==> src/rtl/multicycle_sequencer_pkg.sv <==
// Shared processor definitions: opcodes, sequencer states, PC/fault/ALU encodings.
package processor_pkg;

  localparam logic [5:0] OP_AND   = 6'd0;
  localparam logic [5:0] OP_ADD   = 6'd1;
  localparam logic [5:0] OP_SUB   = 6'd2;
  localparam logic [5:0] OP_ANDI  = 6'd3;
  localparam logic [5:0] OP_ADDI  = 6'd4;
  localparam logic [5:0] OP_LW    = 6'd5;
  localparam logic [5:0] OP_LWPOI = 6'd6;
  localparam logic [5:0] OP_SW    = 6'd7;
  localparam logic [5:0] OP_BGT   = 6'd8;
  localparam logic [5:0] OP_BLT   = 6'd9;
  localparam logic [5:0] OP_BEQ   = 6'd10;
  localparam logic [5:0] OP_BNE   = 6'd11;
  localparam logic [5:0] OP_JMP   = 6'd12;
  localparam logic [5:0] OP_CALL  = 6'd13;
  localparam logic [5:0] OP_RET   = 6'd14;

  typedef enum logic [2:0] {S_FETCH, S_DECODE, S_EXEC, S_MEM, S_WB, S_HALT} state_t;

  localparam logic [1:0] PC_NEXT   = 2'd0;
  localparam logic [1:0] PC_BRANCH = 2'd1;
  localparam logic [1:0] PC_JUMP   = 2'd2;
  localparam logic [1:0] PC_MEM    = 2'd3;

  localparam logic [1:0] FC_NONE      = 2'b00;
  localparam logic [1:0] FC_OVERFLOW  = 2'b01;
  localparam logic [1:0] FC_UNDERFLOW = 2'b10;
  localparam logic [1:0] FC_ILLEGAL   = 2'b11;

  localparam logic [1:0] ALU_AND = 2'd0;
  localparam logic [1:0] ALU_ADD = 2'd1;
  localparam logic [1:0] ALU_SUB = 2'd2;

  typedef struct packed {
    logic       ir_write;
    logic       pc_write;
    logic [1:0] pc_src;
    logic       reg_write;
    logic       reg_write2;
    logic       alu_src;
    logic       ext;
    logic [1:0] alu_op;
    logic       mem_rd;
    logic       mem_wr;
    logic       dm_addr_sel;
    logic       dm_data_sel;
    logic       wb_sel;
  } ctrl_t;

  function automatic logic op_legal(input logic [5:0] op);
    return op <= OP_RET;
  endfunction

endpackage

==> src/rtl/multicycle_sequencer_stack_pointer.sv <==
// CALL/RET stack pointer; sp names the next free slot and grows downward.
module stack_pointer #(
  parameter logic [31:0] SP_TOP    = 32'd255,
  parameter logic [31:0] SP_BOTTOM = 32'd192
) (
  input  logic        clock,
  input  logic        reset_n,
  input  logic        inc,
  input  logic        dec,
  output logic [31:0] sp,
  output logic        full,
  output logic        empty
);

  assign full  = sp < SP_BOTTOM;
  assign empty = sp == SP_TOP;

  // Guards keep sp inside [SP_BOTTOM-1, SP_TOP] even if a caller misbehaves.
  always_ff @(posedge clock) begin
    if (!reset_n)             sp <= SP_TOP;
    else if (inc && !empty)   sp <= sp + 32'd1;
    else if (dec && !full)    sp <= sp - 32'd1;
  end

endmodule

==> src/rtl/multicycle_sequencer.sv <==
// FETCH/DECODE/EXEC/MEM/WB control sequencer with stack pointer and sticky fault.
module multicycle_sequencer
  import processor_pkg::*;
#(
  parameter logic [31:0] SP_TOP    = 32'd255,
  parameter logic [31:0] SP_BOTTOM = 32'd192
) (
  input  logic        clock,
  input  logic        reset_n,
  input  logic [5:0]  opcode,
  input  logic        cond_taken,
  input  logic        mem_ready,
  output logic        ir_write,
  output logic        pc_write,
  output logic [1:0]  pc_src,
  output logic        reg_write,
  output logic        reg_write2,
  output logic        alu_src,
  output logic        ext,
  output logic [1:0]  alu_op,
  output logic        mem_rd,
  output logic        mem_wr,
  output logic        dm_addr_sel,
  output logic        dm_data_sel,
  output logic        wb_sel,
  output logic [31:0] sp,
  output logic        fault,
  output logic [1:0]  fault_cause,
  output logic [2:0]  state
);

  state_t     st;
  logic [5:0] op_q;
  ctrl_t      c;
  logic       sp_full, sp_empty, sp_inc, sp_dec;
  logic       is_alu, is_ld, is_br, is_stk;

  assign is_alu = op_q <= OP_ADDI;
  assign is_ld  = (op_q == OP_LW) || (op_q == OP_LWPOI);
  assign is_br  = (op_q >= OP_BGT) && (op_q <= OP_BNE);
  assign is_stk = (op_q == OP_CALL) || (op_q == OP_RET);

  // RET pre-increments in DECODE so MEM reads the last pushed slot.
  assign sp_inc = (st == S_DECODE) && (op_q == OP_RET) && !sp_empty;
  assign sp_dec = (st == S_MEM) && (op_q == OP_CALL) && mem_ready;

  stack_pointer #(.SP_TOP(SP_TOP), .SP_BOTTOM(SP_BOTTOM)) u_sp (
    .clock   (clock),
    .reset_n (reset_n),
    .inc     (sp_inc),
    .dec     (sp_dec),
    .sp      (sp),
    .full    (sp_full),
    .empty   (sp_empty)
  );

  always_ff @(posedge clock) begin
    if (!reset_n) begin
      st          <= S_FETCH;
      op_q        <= '0;
      fault       <= 1'b0;
      fault_cause <= FC_NONE;
    end else begin
      case (st)
        S_FETCH: begin
          op_q <= opcode;
          st   <= S_DECODE;
        end
        S_DECODE: begin
          if (!op_legal(op_q)) begin
            st <= S_HALT; fault <= 1'b1; fault_cause <= FC_ILLEGAL;
          end else if (op_q == OP_JMP) begin
            st <= S_FETCH;
          end else if (op_q == OP_CALL) begin
            if (sp_full) begin
              st <= S_HALT; fault <= 1'b1; fault_cause <= FC_OVERFLOW;
            end else st <= S_MEM;
          end else if (op_q == OP_RET) begin
            if (sp_empty) begin
              st <= S_HALT; fault <= 1'b1; fault_cause <= FC_UNDERFLOW;
            end else st <= S_MEM;
          end else begin
            st <= S_EXEC;
          end
        end
        S_EXEC:  st <= is_br ? S_FETCH : (is_alu ? S_WB : S_MEM);
        S_MEM:   if (mem_ready) st <= is_ld ? S_WB : S_FETCH;
        S_WB:    st <= S_FETCH;
        default: st <= S_HALT;
      endcase
    end
  end

  // Moore decode from state and latched opcode; pc_write in EXEC/MEM follows
  // cond_taken/mem_ready combinationally. Held quiet while reset is asserted.
  always_comb begin
    c = '0;
    if (reset_n) begin
      case (st)
        S_FETCH:  c.ir_write = 1'b1;
        S_DECODE: if (op_q == OP_JMP) begin
          c.pc_write = 1'b1;
          c.pc_src   = PC_JUMP;
        end
        S_EXEC: if (is_br) begin
          c.pc_write = 1'b1;
          c.pc_src   = cond_taken ? PC_BRANCH : PC_NEXT;
        end
        S_MEM: begin
          c.mem_rd      = is_ld || (op_q == OP_RET);
          c.mem_wr      = (op_q == OP_SW) || (op_q == OP_CALL);
          c.dm_addr_sel = is_stk;
          c.dm_data_sel = op_q == OP_CALL;
          c.pc_src      = (op_q == OP_CALL) ? PC_JUMP : (op_q == OP_RET) ? PC_MEM : PC_NEXT;
          c.pc_write    = mem_ready && !is_ld;
        end
        S_WB: begin
          c.reg_write  = 1'b1;
          c.reg_write2 = op_q == OP_LWPOI;
          c.wb_sel     = is_ld;
          c.pc_write   = 1'b1;
        end
        default: ;
      endcase
      if (st == S_EXEC || st == S_MEM || st == S_WB) begin
        case (op_q)
          OP_AND:  c.alu_op = ALU_AND;
          OP_ADD:  c.alu_op = ALU_ADD;
          OP_SUB:  c.alu_op = ALU_SUB;
          OP_ANDI: begin c.alu_op = ALU_AND; c.alu_src = 1'b1; end
          OP_ADDI, OP_LW, OP_LWPOI, OP_SW: begin
            c.alu_op = ALU_ADD; c.alu_src = 1'b1; c.ext = 1'b1;
          end
          OP_BGT, OP_BLT, OP_BEQ, OP_BNE: c.alu_op = ALU_SUB;
          default: ;
        endcase
      end
    end
  end

  assign ir_write    = c.ir_write;
  assign pc_write    = c.pc_write;
  assign pc_src      = c.pc_src;
  assign reg_write   = c.reg_write;
  assign reg_write2  = c.reg_write2;
  assign alu_src     = c.alu_src;
  assign ext         = c.ext;
  assign alu_op      = c.alu_op;
  assign mem_rd      = c.mem_rd;
  assign mem_wr      = c.mem_wr;
  assign dm_addr_sel = c.dm_addr_sel;
  assign dm_data_sel = c.dm_data_sel;
  assign wb_sel      = c.wb_sel;
  assign state       = st;

endmodule

==> config.mk <==
export PLATFORM = sky130hd
export DESIGN_NAME = multicycle_sequencer
export DESIGN_NICKNAME = d
export VERILOG_FILES = /design/src/rtl/multicycle_sequencer_pkg.sv /design/src/rtl/multicycle_sequencer_stack_pointer.sv /design/src/rtl/multicycle_sequencer.sv
export SDC_FILE = /design/constraint.sdc
export NUM_CORES = 1
export LEC_CHECK = 0
export CAP_MARGIN = 20
export CELL_PAD_IN_SITES_DETAIL_PLACEMENT = 0
export CELL_PAD_IN_SITES_GLOBAL_PLACEMENT = 1
export CORE_ASPECT_RATIO = 1.4
export CORE_MARGIN = 2
export CORE_UTILIZATION = 40
export DETAILED_ROUTE_END_ITERATION = 10
export GPL_TIMING_DRIVEN = 0
export PLACE_DENSITY = 0.9
export RECOVER_POWER = 100
export SYNTH_ARGS = -nofsm -noshare
export SYNTH_HDL_FRONTEND = slang
export SYNTH_HIERARCHICAL = 1
export SYNTH_SLANG_ARGS = --single-unit
export TNS_END_PERCENT = 30
==> constraint.sdc <==
create_clock -name clock -period 5.6 [get_ports clock]
set_input_delay 1.12 -clock clock [delete_from_list [all_inputs] [get_ports clock]]
set_output_delay 1.12 -clock clock [all_outputs]
set_load 0.01 [all_outputs]
After elaboration in Yosys (flattened, before gate mapping)
Index checks and enable logic that the tools add are counted.
{"block": "op_classes", "n_eq_ne": 24, "div_mod_pow": 0, "n_reduce_logical": 24, "bitwise": 0, "n_shift": 0, "multipliers": 0, "order_cmp": 5, "mux": 41, "n_addsub": 2}
{"operator": "$mux W32", "count": 2}
{"operator": "$eq A6 B4 Y1 const B", "count": 7}
{"operator": "$mux W3", "count": 12}
{"operator": "$add A32 B1 Y32 const B", "count": 1}
{"operator": "$eq A32 B8 Y1 const B", "count": 1}
{"operator": "$lt A32 B8 Y1 const B", "count": 1}
{"operator": "$sub A32 B1 Y32 const B", "count": 1}
{"operator": "$eq A6 B3 Y1 const B", "count": 4}
{"operator": "$mux W2", "count": 9}
{"operator": "$mux W15", "count": 1}
{"operator": "$pmux W3 S5", "count": 1}
{"operator": "$reduce_or A5 Y1", "count": 3}
{"operator": "$eq A6 B2 Y1 const B", "count": 2}
{"operator": "$le A6 B4 Y1 const B", "count": 2}
{"operator": "$mux W1", "count": 11}
{"operator": "$logic_and A1 B1 Y1", "count": 8}
{"operator": "$mux W4", "count": 2}
{"operator": "$eq A3 B2 Y1 const B", "count": 2}
{"operator": "$eq A6 B1 Y1 const B", "count": 1}
{"operator": "$ge A6 B4 Y1 const B", "count": 1}
{"operator": "$le A6 B3 Y1 const B", "count": 1}
{"operator": "$logic_or A1 B1 Y1", "count": 6}
{"operator": "$ne A3 B2 Y1 const B", "count": 2}
{"operator": "$pmux W2 S3", "count": 1}
{"operator": "other kinds (11)", "count": 14}
{"block": "word_totals", "mem_bits_ro": 0, "ram_bits": 0, "ff_bits": 44, "latch_bits": 0, "in_bits": 10, "mem_count": 0, "wordCells": 101}

Longest topological paths before layout
{"block": "depth", "word_depth": 7, "mapped_depth": 16}

Hierarchy
The synthesis kept the hierarchy.
{"module": "stack_pointer", "area_per_inst_um2": 2900.3, "n_inst": 1, "cells_each": 379}
{"module": "multicycle_sequencer", "area_per_inst_um2": 975.9, "n_inst": 1, "cells_each": 124}

Worst setup path before layout
OpenSTA, ideal clock, no wires.
{"block": "synth_path", "path_type": "flip-flop to flip-flop", "from": "register u_sp.sp[22]", "to": "register u_sp.sp[30]", "path_buffers": 0, "stages_incl_launch_ff": 15, "path_slack_ps": 1368, "t_arrival_ps": 4110, "required_time_ps": 5478, "setup_time_ps": 122, "cell_sequence": "dfxtp_1 > nor4_1 > nand4_1 > nor4_2 > nor2_1 > nand2b_1 > ha_1 > nor2b_1 > o31a_1 > o31a_1 > o2111ai_1 > a21oi_2 > o211a_1 > mux2i_1 > a311o_1"}
{"block": "synth_via", "elab_chain_cells": 5, "elab_cells_between_ends": 12, "cone_classes": "2 x add/sub; 1 x order compare; 1 x eq/ne; 2 x mux; 6 x reduce/logical"}
{"element": "start: declaration", "line": "multicycle_sequencer_stack_pointer.sv:10", "rtl": "output logic [31:0] sp,"}
{"element": "start signal: assignment", "line": "multicycle_sequencer_stack_pointer.sv:21", "rtl": "else if (inc && !empty) sp <= sp + 32'd1;"}
{"element": "start signal: assignment", "line": "multicycle_sequencer_stack_pointer.sv:22", "rtl": "else if (dec && !full) sp <= sp - 32'd1;"}
{"element": "$eq A32 B8 Y1 *", "line": "multicycle_sequencer_stack_pointer.sv:16", "rtl": "assign empty = sp == SP_TOP;"}
{"element": "via sp_empty", "line": "multicycle_sequencer.sv:35", "rtl": "logic sp_full, sp_empty, sp_inc, sp_dec;"}
{"element": "$logic_not A1 Y1 *", "line": "multicycle_sequencer.sv:44", "rtl": "assign sp_inc = (st == S_DECODE) && (op_q == OP_RET) && !sp_empty;"}
{"element": "$logic_and A1 B1 Y1 *", "line": "multicycle_sequencer.sv:44"}
{"element": "via sp_inc", "line": "multicycle_sequencer.sv:35"}
{"element": "$logic_and A1 B1 Y1 *", "line": "multicycle_sequencer_stack_pointer.sv:21"}
{"element": "$mux W32 / $reduce_bool A2 Y1 (equally long branches)"}
Mark *: on every way through the listed nets, which the timed path passes. The rest lies on a longest branch. The select of a mux whose other input is x is not followed.
A chain may end at the register's enable or synchronous reset.

Worst setup path in the final report
{"block": "layout_path", "from": "register u_sp.sp[21]", "to": "register u_sp.sp[31]"}
The elaborated chain is that of the path after synthesis.

==> results.toml <==
[status]
status = "finished clean"

[floorplan]
core_mm2 = 0.00946
die_x_um = 87.2
num_rows = 42
die_area_mm2 = 0.0105
die_h_um = 120
initial_core_util_pct = 41.0
io-pin-count = 63

[min_path]
hold_class = "flip-flop to flip-flop"

[drt]
wire_per_inst_um = 17.6
routed_wl_um = 12000
vias_per_cell = 5.97
ant_nets = 0
drt-initial-drc-count = 178
drt_pass1_iterations = 5
vias = 4080
drc = 0

[synth]
synth_top_cell_area_share_pct = 22.7
ys_warn_count = 6
synth_edf_count = 0
synth_seq_area_share_pct = 22.7
syn-num-nets = 545
synth.avg_cell_area_um2 = 7.71
async_flop_share_pct = 0
synth.top_cells.by_count = "nand2_1 (70), a21oi_1 (52), dfxtp_1 (44)"
synth-main-ff-cell = "dfxtp_1"
synth_area_leaders = "dfxtp_1 (23%), ha_1 (10%), nand2_1 (6.8%)"
synth_cell_type_count = 74
synth_most_common_cell = "nand2_1"
syn_inst = 503
ys_seq_elements = 44
syn_area_mm2 = 0.00388
synth.largest_area_cell = "dfxtp_1"

[timing]
setup-tns-final_ps = 0
min_period_over_period_pct = 91.7
max_freq_mhz = 195
finalCriticalPeriod_ps = 5130
tightest_slew_ps = 933
slew_viol_final = 0
rsz0062_at_grt = "false"
setup_viol = 0
fin_worst_skew_ps = 7.91
slew_headroom_pct = 37.8
final_hold_viol_count = 0

[clocking]
worstSkewPairLatency_ps = 290
postCtsSetupBuffers = 0
clock-sinks = 44
cts_made_buffers = 5
clk_pin_slew_ps = 70
h-tree-depth = 2
clock_path_buffers = 2
cts_root_buffer = "clkbuf_16"
cts_tree = "yes"

[critical_path]
cp-end-kind = "flip-flop"
rrSetupSlack_ps = 470
critPathMaxFanout = 34
required_ps = 5820
startpoint_type = "flip-flop"
worst_ep_arrival_time_ps = 5350
worstSetupPathType = "flip-flop to flip-flop"

[layout]
final_util_pct = 50.3
area_delta_synth_final_pct = 22.6
diodes = 0
nNetsFinal = 614
drive_gt1_share_pct = 5.24

[pwr]
powerDensity_mw_per_mm2 = 220
ir_worst_vdd_mv = 0.110
cellLeakagePower_nw = 2.12

[place]
gp_congestion = 0.947
dp_hpwl_um = 9110
io_buffer_count = 62

[grt]
grt_pass1_wl_um = 19400
grt_pass1_vias = 3974
grt_max_degree = 35
antenna_found_initial = 0
gr-total-overflow = 0
grt_use_total_pct = 23.2

[job]
maxCapViolations = 0
-- layout by cell type, fill, tap and decap left out, types with 3 or more instances in the layout --
master / count
xnor2_1: 4
a211oi_1: 6
and3_1: 7
o22ai_1: 7
buf_4: 4
nor3_1: 18
clkbuf_16: 5
mux2i_1: 11
nand2b_1: 7
a21o_1: 7
o31a_1: 4
or3_1: 6
o211ai_1: 8
dfxtp_1: 44
nor4_1: 7
a21oi_1: 54
o21a_1: 11
nand2_1: 70
a21boi_0: 3
buf_2: 3
nand3b_1: 3
inv_1: 13
o2111ai_1: 3
xor2_1: 12
o21ai_0: 32
dlygate4sd3_1: 55
ha_1: 31
nor2b_1: 16
buf_6: 3
nand4_1: 4
nor2_1: 22
and4_1: 3
nor3b_1: 3
or3b_1: 3
clkbuf_1: 11
o211a_1: 4
clkdlybuf4s50_1: 7
nand3_1: 13
-- kinds of logic after synthesis --
group,synth area share (%)
xor gates and xnor gates,3.62
and+or+nand+nor,27.0
AOI/OAI and AO/OA,28.3
adders and majority gates,10.5
muxes,3.13
buffers and inverters,4.65
DFF,22.7
-- sequential cells by signal, summed over array words and instances (netlist names) --
| signal | flops |
|---|---|
| fault | 1 |
| fault_cause | 2 |
| op_q | 6 |
| state | 3 |
| u_sp/sp | 32 |
-- metrics by stage --
stage | hold slack (ps) | area [um2] | instances | setup slack [ps] | total power, mW
floorplan | 501 | 3880 | 503 | 1370 | 0.641
global placement | 464 | 4630 | 675 | 60.3 | 0.758
detailed placement | 475 | 4640 | 675 | 456 | 0.759
CTS | 490 | 4790 | 683 | 415 | 1.07
global route | 514 | 4750 | 683 | 107 | 1.11
finish | 480 | 4750 | 683 | 466 | 1.05
-- layer usage --
layer | GRT usage [%] | up-vias | wire [um]
met4 | 11.4 | 0 | 493
li1 | - | 2015 | -
met1 | 27.0 | 1910 | 4950
met2 | 40.9 | 117 | 6150
met3 | 3.14 | 38 | 435
met5 | 0 | - | 0
-- what timing repair did --
item | 4_1_cts | 5_1_grt
hold buffers | 0 | 0
resized for setup | 0 | 1
setup endpoints to repair | 0 | 1
-- path summary, 6_finish.rpt --
kind / start / end / cells after the start
max reg2reg: u_sp/sp[21] / u_sp/sp[31] / 14
min reg2reg: fault / fault / 1
max: u_sp/sp[21] / u_sp/sp[31] / 14
min: fault / fault / 1
-- critical path: stages (launching register included) --
cell and delay (ps):
dfxtp_1 340, nor4_1 550, nand4_1 260, nor4_2 670, nor2_1 200, nand2b_4 410
ha_1 390, a41o_1 260, a221oi_1 380, nor3_1 200, o2111ai_2 240, a31oi_1 230
a221oi_1 440, mux2i_1 270, mux2i_1 210
-- layout make-up --
| class | instances | area, um2 |
|---|---|---|
| Fill cell | 942 | 4710 |
| Multi-Input combinational cell | 425 | 2800 |
| Clock buffer | 6 | 139 |
| Buffer | 21 | 120 |
| Inverter | 13 | 48.8 |
| Tap cell | 110 | 138 |
| Sequential cell | 44 | 881 |
| Clock inverter | 2 | 10.0 |
| Timing Repair Buffer | 62 | 621 |
-- report_power, final --
group / total [mW] / switching [mW] / internal, mW
clock: 0.306 / 0.130 / 0.176
sequential: 0.373 / 0.0301 / 0.343
combinational: 0.369 / 0.202 / 0.166
total: 1.05 / 0.362 / 0.685
Note: power is estimated with default switching activity, not from simulation.
